### src/rtl/usb_tx_crc16.sv
// rtl/usb_tx_crc16.sv - USB transmit framer: payload pass-through, CRC16 append, MAX_LEN truncation.
// Optional USB_TX_CRC_STATS_EN adds pkt_count / trunc_count outputs.
module usb_tx_crc16 #(
    parameter int MAX_LEN = 64
) (
    input  logic        clk,
    input  logic        reset,
    input  logic        in_valid,
    input  logic [7:0]  in_data,
    input  logic        in_last,
    output logic        in_ready,
    output logic        tx_valid,
    output logic [7:0]  tx_data,
    input  logic        tx_ready,
    output logic        busy,
    output logic        pkt_done,
    output logic        err_len
`ifdef USB_TX_CRC_STATS_EN
    ,
    output logic [15:0] pkt_count,
    output logic [7:0]  trunc_count
`endif
);

    localparam int CW = 10;

    typedef enum logic [1:0] {
        IDLE = 2'd0,
        DATA = 2'd1,
        CRC1 = 2'd2,
        CRC2 = 2'd3
    } state_t;

    state_t          state_q, state_d;
    logic [15:0]     crc_q, crc_d;
    logic [CW-1:0]   cnt_q, cnt_d;
    logic            pkt_done_q, pkt_done_d;
    logic            err_len_q, err_len_d;
    logic            at_max;

    // Whole byte folded into the reflected CRC in one cycle, LSB first.
    function automatic logic [15:0] crc16_byte(input logic [15:0] c, input logic [7:0] b);
        logic [15:0] r;
        r = c ^ {8'h00, b};
        for (int i = 0; i < 8; i++) begin
            r = r[0] ? ((r >> 1) ^ 16'hA001) : (r >> 1);
        end
        return r;
    endfunction

    assign at_max = (cnt_q == CW'(MAX_LEN - 1));

    always_ff @(posedge clk) begin
        if (reset) begin
            state_q    <= IDLE;
            crc_q      <= 16'hFFFF;
            cnt_q      <= '0;
            pkt_done_q <= 1'b0;
            err_len_q  <= 1'b0;
        end else begin
            state_q    <= state_d;
            crc_q      <= crc_d;
            cnt_q      <= cnt_d;
            pkt_done_q <= pkt_done_d;
            err_len_q  <= err_len_d;
        end
    end

    always_comb begin
        state_d    = state_q;
        crc_d      = crc_q;
        cnt_d      = cnt_q;
        err_len_d  = err_len_q;
        pkt_done_d = 1'b0;
        case (state_q)
            IDLE: begin
                if (in_valid) begin
                    state_d   = DATA;
                    crc_d     = 16'hFFFF;
                    cnt_d     = '0;
                    err_len_d = 1'b0;
                end
            end
            DATA: begin
                if (in_valid && tx_ready) begin
                    crc_d = crc16_byte(crc_q, in_data);
                    cnt_d = cnt_q + CW'(1);
                    if (in_last || at_max) begin
                        state_d = CRC1;
                    end
                    if (at_max && !in_last) begin
                        err_len_d = 1'b1;
                    end
                end
            end
            CRC1: begin
                if (tx_ready) begin
                    state_d = CRC2;
                end
            end
            CRC2: begin
                if (tx_ready) begin
                    state_d    = IDLE;
                    pkt_done_d = 1'b1;
                end
            end
            default: state_d = IDLE;
        endcase
    end

    always_comb begin
        tx_valid = 1'b0;
        tx_data  = 8'h00;
        in_ready = 1'b0;
        busy     = (state_q != IDLE);
        case (state_q)
            DATA: begin
                tx_valid = in_valid;
                tx_data  = in_data;
                in_ready = tx_ready;
            end
            CRC1: begin
                tx_valid = 1'b1;
                tx_data  = ~crc_q[7:0];
            end
            CRC2: begin
                tx_valid = 1'b1;
                tx_data  = ~crc_q[15:8];
            end
            default: begin
                tx_valid = 1'b0;
                tx_data  = 8'h00;
                in_ready = 1'b0;
            end
        endcase
    end

    assign pkt_done = pkt_done_q;
    assign err_len  = err_len_q;

`ifdef USB_TX_CRC_STATS_EN
    logic [15:0] pkt_count_q, pkt_count_d;
    logic [7:0]  trunc_count_q, trunc_count_d;

    always_comb begin
        pkt_count_d   = pkt_done_q ? pkt_count_q + 16'd1 : pkt_count_q;
        trunc_count_d = trunc_count_q;
        if (err_len_d && !err_len_q && (trunc_count_q != 8'hFF)) begin
            trunc_count_d = trunc_count_q + 8'd1;
        end
    end

    always_ff @(posedge clk) begin
        if (reset) begin
            pkt_count_q   <= '0;
            trunc_count_q <= '0;
        end else begin
            pkt_count_q   <= pkt_count_d;
            trunc_count_q <= trunc_count_d;
        end
    end

    assign pkt_count   = pkt_count_q;
    assign trunc_count = trunc_count_q;
`endif

endmodule

### config.mk
export PLATFORM = sky130hd
export DESIGN_NAME = usb_tx_crc16
export DESIGN_NICKNAME = d
export VERILOG_FILES = /design/src/rtl/usb_tx_crc16.sv
export SDC_FILE = /design/constraint.sdc
export NUM_CORES = 1
export LEC_CHECK = 0
export CORE_UTILIZATION = 53
export CTS_CLUSTER_DIAMETER = 200
export CTS_CLUSTER_SIZE = 25
export DETAILED_ROUTE_END_ITERATION = 10
export PLACE_DENSITY = 0.79
export RECOVER_POWER = 100
export SLEW_MARGIN = 30
export SYNTH_ARGS = -nofsm -noshare
export SYNTH_HDL_FRONTEND = slang
export SYNTH_SLANG_ARGS = --single-unit
### constraint.sdc
create_clock -name clk -period 2.3 [get_ports clk]
set_clock_uncertainty 0.2 [all_clocks]
set_input_delay 0.23 -clock clk [delete_from_list [all_inputs] [get_ports clk]]
set_output_delay 0.23 -clock clk [all_outputs]
set_load 0.005 [all_outputs]
==> results_tabular.tex, run 1 <==
\begin{tabular}{lr}
\hline
Metric & Value \\
\hline
\multicolumn{2}{l}{\textbf{Run status}} \\
\quad Result of the run & completed \\
\multicolumn{2}{l}{\textbf{Place}} \\
\quad Gp weighted congestion & 0.861 \\
\quad Total placed instance area & 0.00211 mm2 \\
\quad Half-perimeter wire length after placement & 2980 um \\
\quad Number of I/O port buffers & 25 \\
\quad Dpl cells & 279 \\
\multicolumn{2}{l}{\textbf{Global routing}} \\
\quad Aggregate global-route resource usage & 26.9\% \\
\quad Global-route wire length before repair & 6940 um \\
\quad Number of antenna violations at the first check in global routing & 0 \\
\quad Number of global-route vias before repair & 1,518 \\
\quad Pin count of the biggest net entering global routing & 19 \\
\quad Residual overflow from global routing & 0 \\
\multicolumn{2}{l}{\textbf{STA}} \\
\quad Worst slack on hold paths & 0.269 ns \\
\quad Period utilization & 97.9\% \\
\quad Hold Fails Final Rpt & 0 \\
\quad Normalized max-slew margin & 70.2\% \\
\quad Clock period minus final worst setup slack & 2.25 ns \\
\quad Count of pins over their slew limit & 0 \\
\quad Final setup violating endpoints & 0 \\
\quad Achievable frequency & 0.444 GHz \\
\quad Transition time of the tightest slew-check pin & 0.447 ns \\
\quad Setup repair after global routing missed its margin & true \\
\multicolumn{2}{l}{\textbf{Floorplan}} \\
\quad Die ar. & 0.00347 mm2 \\
\quad Die boundary height & 58.9 um \\
\quad DIE WIDTH & 58.9 um \\
\quad Number of top-level design ports & 26 \\
\quad Core area & 0.00305 mm2 \\
\quad Site row count & 20 \\
\quad Starting Density & 56.3\% \\
\multicolumn{2}{l}{\textbf{Routing}} \\
\quad Iteration count of the initial detailed-routing pass & 5 \\
\quad Count of routing violations after the opening detailed-route iteration & 114 \\
\quad Vias per std cell & 5.63 \\
\quad Average detailed-routed wire length per instance & 14.8 um \\
\quad Via Count & 1,622 \\
\quad DRC violation count after routing & 0 \\
\quad Routed Wire Length & 4270 um \\
\quad ANT nets after route & 0 \\
\multicolumn{2}{l}{\textbf{Critical path}} \\
\quad Length in cells of the worst reg-to-reg path & 6 \\
\quad Kind of critical path & reg -> out \\
\quad Maximum fanout encountered on the critical timing path & 7 \\
\quad Capturing element type of the critical path & primary output \\
\quad Critical path launch point type & flip-flop \\
\quad Required time reported for the critical path endpoint & 1.87 ns \\
\quad Data arrival time of the critical path & 1.82 ns \\
\multicolumn{2}{l}{\textbf{Clock tree}} \\
\quad Largest buffer count on any clock path & 2 \\
\quad TritonCTS buffer count & 5 \\
\quad Clock transition at the registers of the reported paths & 0.09 ns \\
\quad H-tree levels & 2 \\
\quad Count of clock tree sinks & 30 \\
\quad Insertion delay to the later sink of the worst-skew pair & 0.33 ns \\
\quad Cell chosen for the clock root & clkbuf\_4 \\
\quad Hold buffer count at cts & 0 \\
\quad CTS tree & built \\
\multicolumn{2}{l}{\textbf{Power}} \\
\quad P per Cell Area & 970 mW/mm2 \\
\quad Max VDD drop & 0.598 mV \\
\quad Cell leakage power & 1.02 nW \\
\multicolumn{2}{l}{\textbf{Final layout}} \\
\quad Fraction of the core area covered by cells at the end of the flow & 72.3\% \\
\quad Layout overhead on the synthesized area & 28.4\% \\
\quad Non-filler cells, final & 288 \\
\quad Ant diodes & 0 \\
\quad Share of final-layout standard cells stronger than drive strength 1 & 14.8\% \\
\quad Final-stage net count & 263 \\
\quad Final std cell area, no fill & 0.00221 mm2 \\
\multicolumn{2}{l}{\textbf{Yosys}} \\
\quad Gate count of the mapped netlist & 206 \\
\quad Distinct cells, synth & 36 \\
\quad Average instance area after synthesis & 8.34 um2 \\
\quad Number of synthesized flops with an enable pin & 0 \\
\quad Proportion of register bits with asynchronous set or reset after synthesis & 0\% \\
\quad Share of synthesized area occupied by flip-flops and latches & 35.0\% \\
\quad Total nets after synthesis & 224 \\
\quad Total of warnings raised by yosys & 0 \\
\quad Most frequently used flop master after synthesis & dfxtp\_1 \\
\quad Register bit count reported by yosys & 30 \\
\quad Cell area after synthesis & 0.00172 mm2 \\
\multicolumn{2}{l}{\textbf{Hold path}} \\
\quad Count of cells along the worst hold path & 2 \\
\quad Min-Delay Path Class & reg -> reg \\
\multicolumn{2}{l}{\textbf{Run}} \\
\quad Total of max-cap violations & 0 \\
\hline
\end{tabular}
[cell usage in the layout (no fill, tap or decap), types with 3 or more instances in the layout]
master	n
buf_4	15
o211ai_1	4
inv_2	3
a222oi_1	8
nand3_1	8
dlygate4sd3_1	3
xor2_1	5
dlygate4sd2_1	7
nand2_1	13
clkbuf_4	5
a21oi_1	4
xnor2_1	19
a21o_1	3
nor3_1	3
o22ai_1	8
nand2b_1	8
inv_1	19
clkdlybuf4s50_1	13
nor2_1	28
dfxtp_1	28
[cells by family after synthesis]
kind of cell	after synthesis	share of synthesized area (%)
xor+xnor	29	18.1
mux	2	1.24
simple gates	70	18.9
flops	30	35.0
compound gates	36	15.7
fa+ha+maj	5	3.64
buf+inv	34	7.43
[flip-flops by register name, summed over array words and instances (netlist names)]
register	flops
cnt_q	10
crc_q	16
err_len	1
pkt_done	1
state_q	2
[worst max-delay path, stage by stage (launching register included)]
cell and delay [ns]:
dfxtp_4 0.37, buf_4 0.14, ha_4 0.19, buf_4 0.15
a222oi_1 0.32, nor2_1 0.07, dlygate4sd2_1 0.27
[Yosys cell counts, types with 2 or more instances]
| cell type | n | area share [%] |
|---|---|---|
| inv_1 | 22 | 4.8 |
| clkbuf_1 | 12 | 2.6 |
| nand2b_1 | 8 | 2.9 |
| nor2_1 | 28 | 6.1 |
| ha_1 | 5 | 3.6 |
| a21o_1 | 3 | 1.3 |
| xnor3_1 | 2 | 2.6 |
| nor4_1 | 2 | 0.73 |
| nand4_1 | 2 | 0.73 |
| xnor2_2 | 2 | 1.9 |
| xor2_1 | 5 | 2.5 |
| o22ai_1 | 8 | 2.9 |
| dfxtp_1 | 30 | 35 |
| nand3_1 | 8 | 2.3 |
| xnor2_1 | 19 | 9.7 |
| nand2_1 | 13 | 2.8 |
| nor3_1 | 3 | 0.87 |
| a222oi_1 | 8 | 4.7 |
| o211ai_1 | 4 | 1.7 |
| a31oi_1 | 2 | 0.73 |
| o21ai_0 | 2 | 0.58 |
| a21oi_1 | 4 | 1.2 |
[area by class of cell]
class	count	area, um2
Timing Repair Buffer	44	392
Multi-Input combinational cell	142	1020
Sequential cell	30	608
Clock buffer	6	51.3
Tap cell	44	55.1
Inverter	22	82.6
Fill cell	246	847
[power breakdown]
part           internal (mW)  switching, mW
registers              0.605         0.0764
clock network          0.137          0.172
logic                  0.571          0.577
total                   1.31          0.825
[path summary, 6_finish.rpt]
path               from         end  slack (ns)
max reg2reg  state_q[0]    crc_q[0]        0.08
min reg2reg     err_len     err_len        0.27
max          state_q[1]  tx_data[4]        0.05
min             err_len     err_len        0.27
[through the flow]
stage               setup TNS [ns]  worst slack (ns)  total power [mW]
global route               -0.0437           -0.0227              2.25
CTS                       -0.00774          -0.00774              2.12
global placement           -0.0648           -0.0648              1.74
detailed placement          -0.163            -0.129              1.77
finish                           0            0.0482              2.14
floorplan                        0             0.269              1.35
[what timing repair did]
action	4_1_cts	5_1_grt
buffers inserted	1	2
gates resized for setup	15	6
pin swaps	6	3
endpoints found under the setup margin	9	4
[per-layer routing]
| layer | vias up | global-route usage [%] | part of all wire [%] |
|---|---|---|---|
| met5 | - | 0 | 0 |
| met4 | 0 | 9.86 | 1.7 |
| met3 | 10 | 7.03 | 7.2 |
| met2 | 68 | 44.3 | 47 |
| met1 | 763 | 34.0 | 44 |
| li1 | 781 | - | - |
Note: power is estimated with default switching activity, not from simulation.
==> run 2: changes to the inputs <==
CAP_MARGIN = 20   (was default)
==> results of run 2 <==
The final DEF is identical to that of run 1; final timing and power are the same.
==> run 3: changes to the inputs <==
SKIP_LAST_GASP = 1   (was default)
==> results_tabular.tex, run 3 (synthesized netlist as in run 1, its figures left out) <==
\begin{tabular}{lr}
\hline
Metric & Value \\
\hline
\multicolumn{2}{l}{\textbf{STA}} \\
\quad Final setup violating endpoints & 0 (unchanged) \\
\quad Final setup slack of the worst path & 0.0540 ns (was 0.0482 ns) \\
\quad Normalized max-slew margin & 70.2\% (about the same) \\
\quad Count of pins over their slew limit & 0 (unchanged) \\
\quad Period utilization & 97.7\% (was 97.9\%) \\
\quad Transition time of the tightest slew-check pin & 0.446 ns (was 0.447 ns) \\
\quad Setup repair after global routing missed its margin & true (unchanged) \\
\quad Achievable frequency & 0.445 GHz (was 0.444 GHz) \\
\quad Clock period minus final worst setup slack & 2.25 ns (about the same) \\
\quad Hold Fails Final Rpt & 0 (unchanged) \\
\quad Worst slack on hold paths & 0.273 ns (was 0.269 ns) \\
\multicolumn{2}{l}{\textbf{Hold path}} \\
\quad Count of cells along the worst hold path & 2 (unchanged) \\
\quad Min-Delay Path Class & reg -> reg (unchanged) \\
\quad Endpoint of the worst hold-timing path & err\_len (unchanged) \\
\quad HP Start & err\_len (unchanged) \\
\multicolumn{2}{l}{\textbf{Power}} \\
\quad Max VDD drop & 0.605 mV (was 0.598 mV) \\
\quad P per Cell Area & 973 mW/mm2 (was 970 mW/mm2) \\
\quad Cell leakage power & 1.02 nW (about the same) \\
\quad Final Power & 2.15 mW (was 2.14 mW) \\
\multicolumn{2}{l}{\textbf{Global routing}} \\
\quad Aggregate global-route resource usage & 26.9\% (unchanged) \\
\quad Global-route wire length before repair & 6940 um (unchanged) \\
\quad Pin count of the biggest net entering global routing & 19 (unchanged) \\
\quad Number of antenna violations at the first check in global routing & 0 (unchanged) \\
\quad Residual overflow from global routing & 0 (unchanged) \\
\quad Number of global-route vias before repair & 1,518 (unchanged) \\
\multicolumn{2}{l}{\textbf{Floorplan}} \\
\quad Die boundary height & 58.9 um (unchanged) \\
\quad DIE WIDTH & 58.9 um (unchanged) \\
\quad Site row count & 20 (unchanged) \\
\quad Number of top-level design ports & 26 (unchanged) \\
\quad Die ar. & 0.00347 mm2 (unchanged) \\
\quad Core area & 0.00305 mm2 (unchanged) \\
\quad Starting Density & 56.3\% (unchanged) \\
\multicolumn{2}{l}{\textbf{Place}} \\
\quad Total placed instance area & 0.00211 mm2 (unchanged) \\
\quad Half-perimeter wire length after placement & 2980 um (unchanged) \\
\quad Gp weighted congestion & 0.861 (unchanged) \\
\quad Dpl cells & 279 (unchanged) \\
\quad Setup Slack @ Placement & -0.129 ns (unchanged) \\
\quad Number of I/O port buffers & 25 (unchanged) \\
\multicolumn{2}{l}{\textbf{Critical path}} \\
\quad Data arrival time of the critical path & 1.82 ns (about the same) \\
\quad Terminus of the critical flop-to-flop path & crc\_q[0] (unchanged) \\
\quad Kind of critical path & reg -> out (unchanged) \\
\quad Capturing element type of the critical path & primary output (unchanged) \\
\quad Critical path launch point type & flip-flop (unchanged) \\
\quad Maximum fanout encountered on the critical timing path & 6 (was 7) \\
\quad Reg2reg start & state\_q[0] (unchanged) \\
\quad Most Frequent Cell on Critical Path & buf\_4 (unchanged) \\
\quad Number of buffer and inverter stages on the critical path & 3 (unchanged) \\
\quad Slowest stage cell, crit path & dfxtp\_4 (unchanged) \\
\quad CP peak stage delay & 0.37 ns (about the same) \\
\quad Length in cells of the worst reg-to-reg path & 6 (unchanged) \\
\quad Crit path max-delay family & buffers and inverters (unchanged) \\
\quad Cell-by-cell trace of the critical path & buf\_4 > ha\_4 > buf\_4 > a222oi\_1 > nor2\_1 > dlygate4sd2\_1 (unchanged) \\
\quad Required time reported for the critical path endpoint & 1.87 ns (about the same) \\
\quad Register-to-register path setup slack & 0.07 ns (was 0.08 ns) \\
\multicolumn{2}{l}{\textbf{Clock tree}} \\
\quad Cell chosen for the clock root & clkbuf\_4 (unchanged) \\
\quad Insertion delay to the later sink of the worst-skew pair & 0.32 ns (was 0.33 ns) \\
\quad H-tree levels & 2 (unchanged) \\
\quad Clock transition at the registers of the reported paths & 0.09 ns (about the same) \\
\quad Count of clock tree sinks & 30 (unchanged) \\
\quad CTS tree & built (unchanged) \\
\quad TritonCTS buffer count & 5 (unchanged) \\
\quad Largest buffer count on any clock path & 2 (unchanged) \\
\multicolumn{2}{l}{\textbf{Final layout}} \\
\quad Share of final-layout standard cells stronger than drive strength 1 & 14.3\% (was 14.8\%) \\
\quad Layout filler cell count & 240 (was 246) \\
\quad Registers with the most flip-flops & crc\_q: 16 flops, cnt\_q: 10 flops, state\_q: 2 flops (unchanged) \\
\quad Ant diodes & 0 (unchanged) \\
\quad Final std cell area, no fill & 0.00221 mm2 (about the same) \\
\quad Non-filler cells, final & 288 (unchanged) \\
\quad Layout overhead on the synthesized area & 28.7\% (was 28.4\%) \\
\quad Reg area & 608 um2 (unchanged) \\
\quad Number of flip-flops under the largest register name & 16 (unchanged) \\
\quad Top register by number of flip-flops & crc\_q (unchanged) \\
\quad Multi-input gate area in the final layout & 0.00102 mm2 (unchanged) \\
\quad Final-stage net count & 263 (unchanged) \\
\quad Most used cells in the layout excluding fill and tap cells & nor2\_1, dfxtp\_1, inv\_1 (was nor2\_1, dfxtp\_1, inv\_1, xnor2\_1, buf\_4) \\
\multicolumn{2}{l}{\textbf{Routing}} \\
\quad Iteration count of the initial detailed-routing pass & 5 (unchanged) \\
\quad Uppermost metal layer occupied by signal nets & met4 (unchanged) \\
\quad DRC violation count after routing & 0 (unchanged) \\
\quad Average detailed-routed wire length per instance & 15.1 um (was 14.8 um) \\
\quad Count of routing violations after the opening detailed-route iteration & 114 (unchanged) \\
\quad ANT nets after route & 0 (unchanged) \\
\quad Met2 layer wire length in the routed design & 2100 um (was 2000 um) \\
\quad Routed Wire Length & 4350 um (was 4270 um) \\
\quad Via Count & 1,630 (was 1,622) \\
\quad Vias per std cell & 5.66 (was 5.63) \\
\quad Routed length on met3 & 287 um (was 308 um) \\
\quad Wire length the detailed router placed on met1 & 1910 um (was 1890 um) \\
\multicolumn{2}{l}{\textbf{Run}} \\
\quad Total of max-cap violations & 0 (unchanged) \\
\multicolumn{2}{l}{\textbf{Run status}} \\
\quad Result of the run & completed (unchanged) \\
\hline
\end{tabular}
==> run 3: cell types whose count changed in the layout (fill, tap and decap cells not counted), sizes merged <==
| cell | previous run | this run |
|---|---|---|
| dlygate4sd2 | 7 | 6 |
| clkdlybuf4s25 | 0 | 1 |
==> run 3: worst max path at each step <==
stage,from,cells after the start,to
floorplan,crc_q[0],5,crc_q[0]
global placement,in_data[2],6,crc_q[0]
detailed placement,in_data[1],6,crc_q[0]
CTS,state_q[1],6,tx_data[6]
global route,state_q[1],6,tx_data[2]
finish,state_q[1],6,tx_data[4]
==> run 3: worst min-delay path, cell delays in order (launching register included) <==
cell and delay (ns):
dfxtp_1 0.34, a21oi_1 0.04, nor2_1 0.06
==> run 3: cell type report <==
class                      count  area share (%)
multi-input combinational    142            46.0
timing repair buffer          44            17.9
inverter                      22            3.74
sequential                    30            27.5
clock buffer                   6            2.32
tap                           44            2.49
==> run 3: per-stage QoR <==
step / util, % / setup TNS [ns]
5_1_grt: 72.4 / -0.0410
4_1_cts: 71.9 / -0.0818
3_5_place_dp: 69.1 / -0.163
2_1_floorplan: - / 0
6_report: 72.4 / 0
3_3_place_gp: 69.1 / -0.0648
==> run 3: timing repair <==
action	in CTS	in global routing
cloned	0	0
resized for setup	14	7
hold buffers	0	0
pin swaps	6	3
setup buffers	1	2
hold endpoints to repair	0	0
endpoints found under the setup margin	9	5
==> run 3: per-layer routing <==
layer  up-vias  GRT usage, %
met1       763          34.0
met2        82          44.3
met5         -             0
li1        779             -
met3         6          7.03
met4         0          9.86
==> run 3: power breakdown <==
part,internal [mW],total [mW],switching [mW]
combinational,0.579,1.16,0.584
clock,0.138,0.307,0.170
sequential,0.605,0.681,0.0760
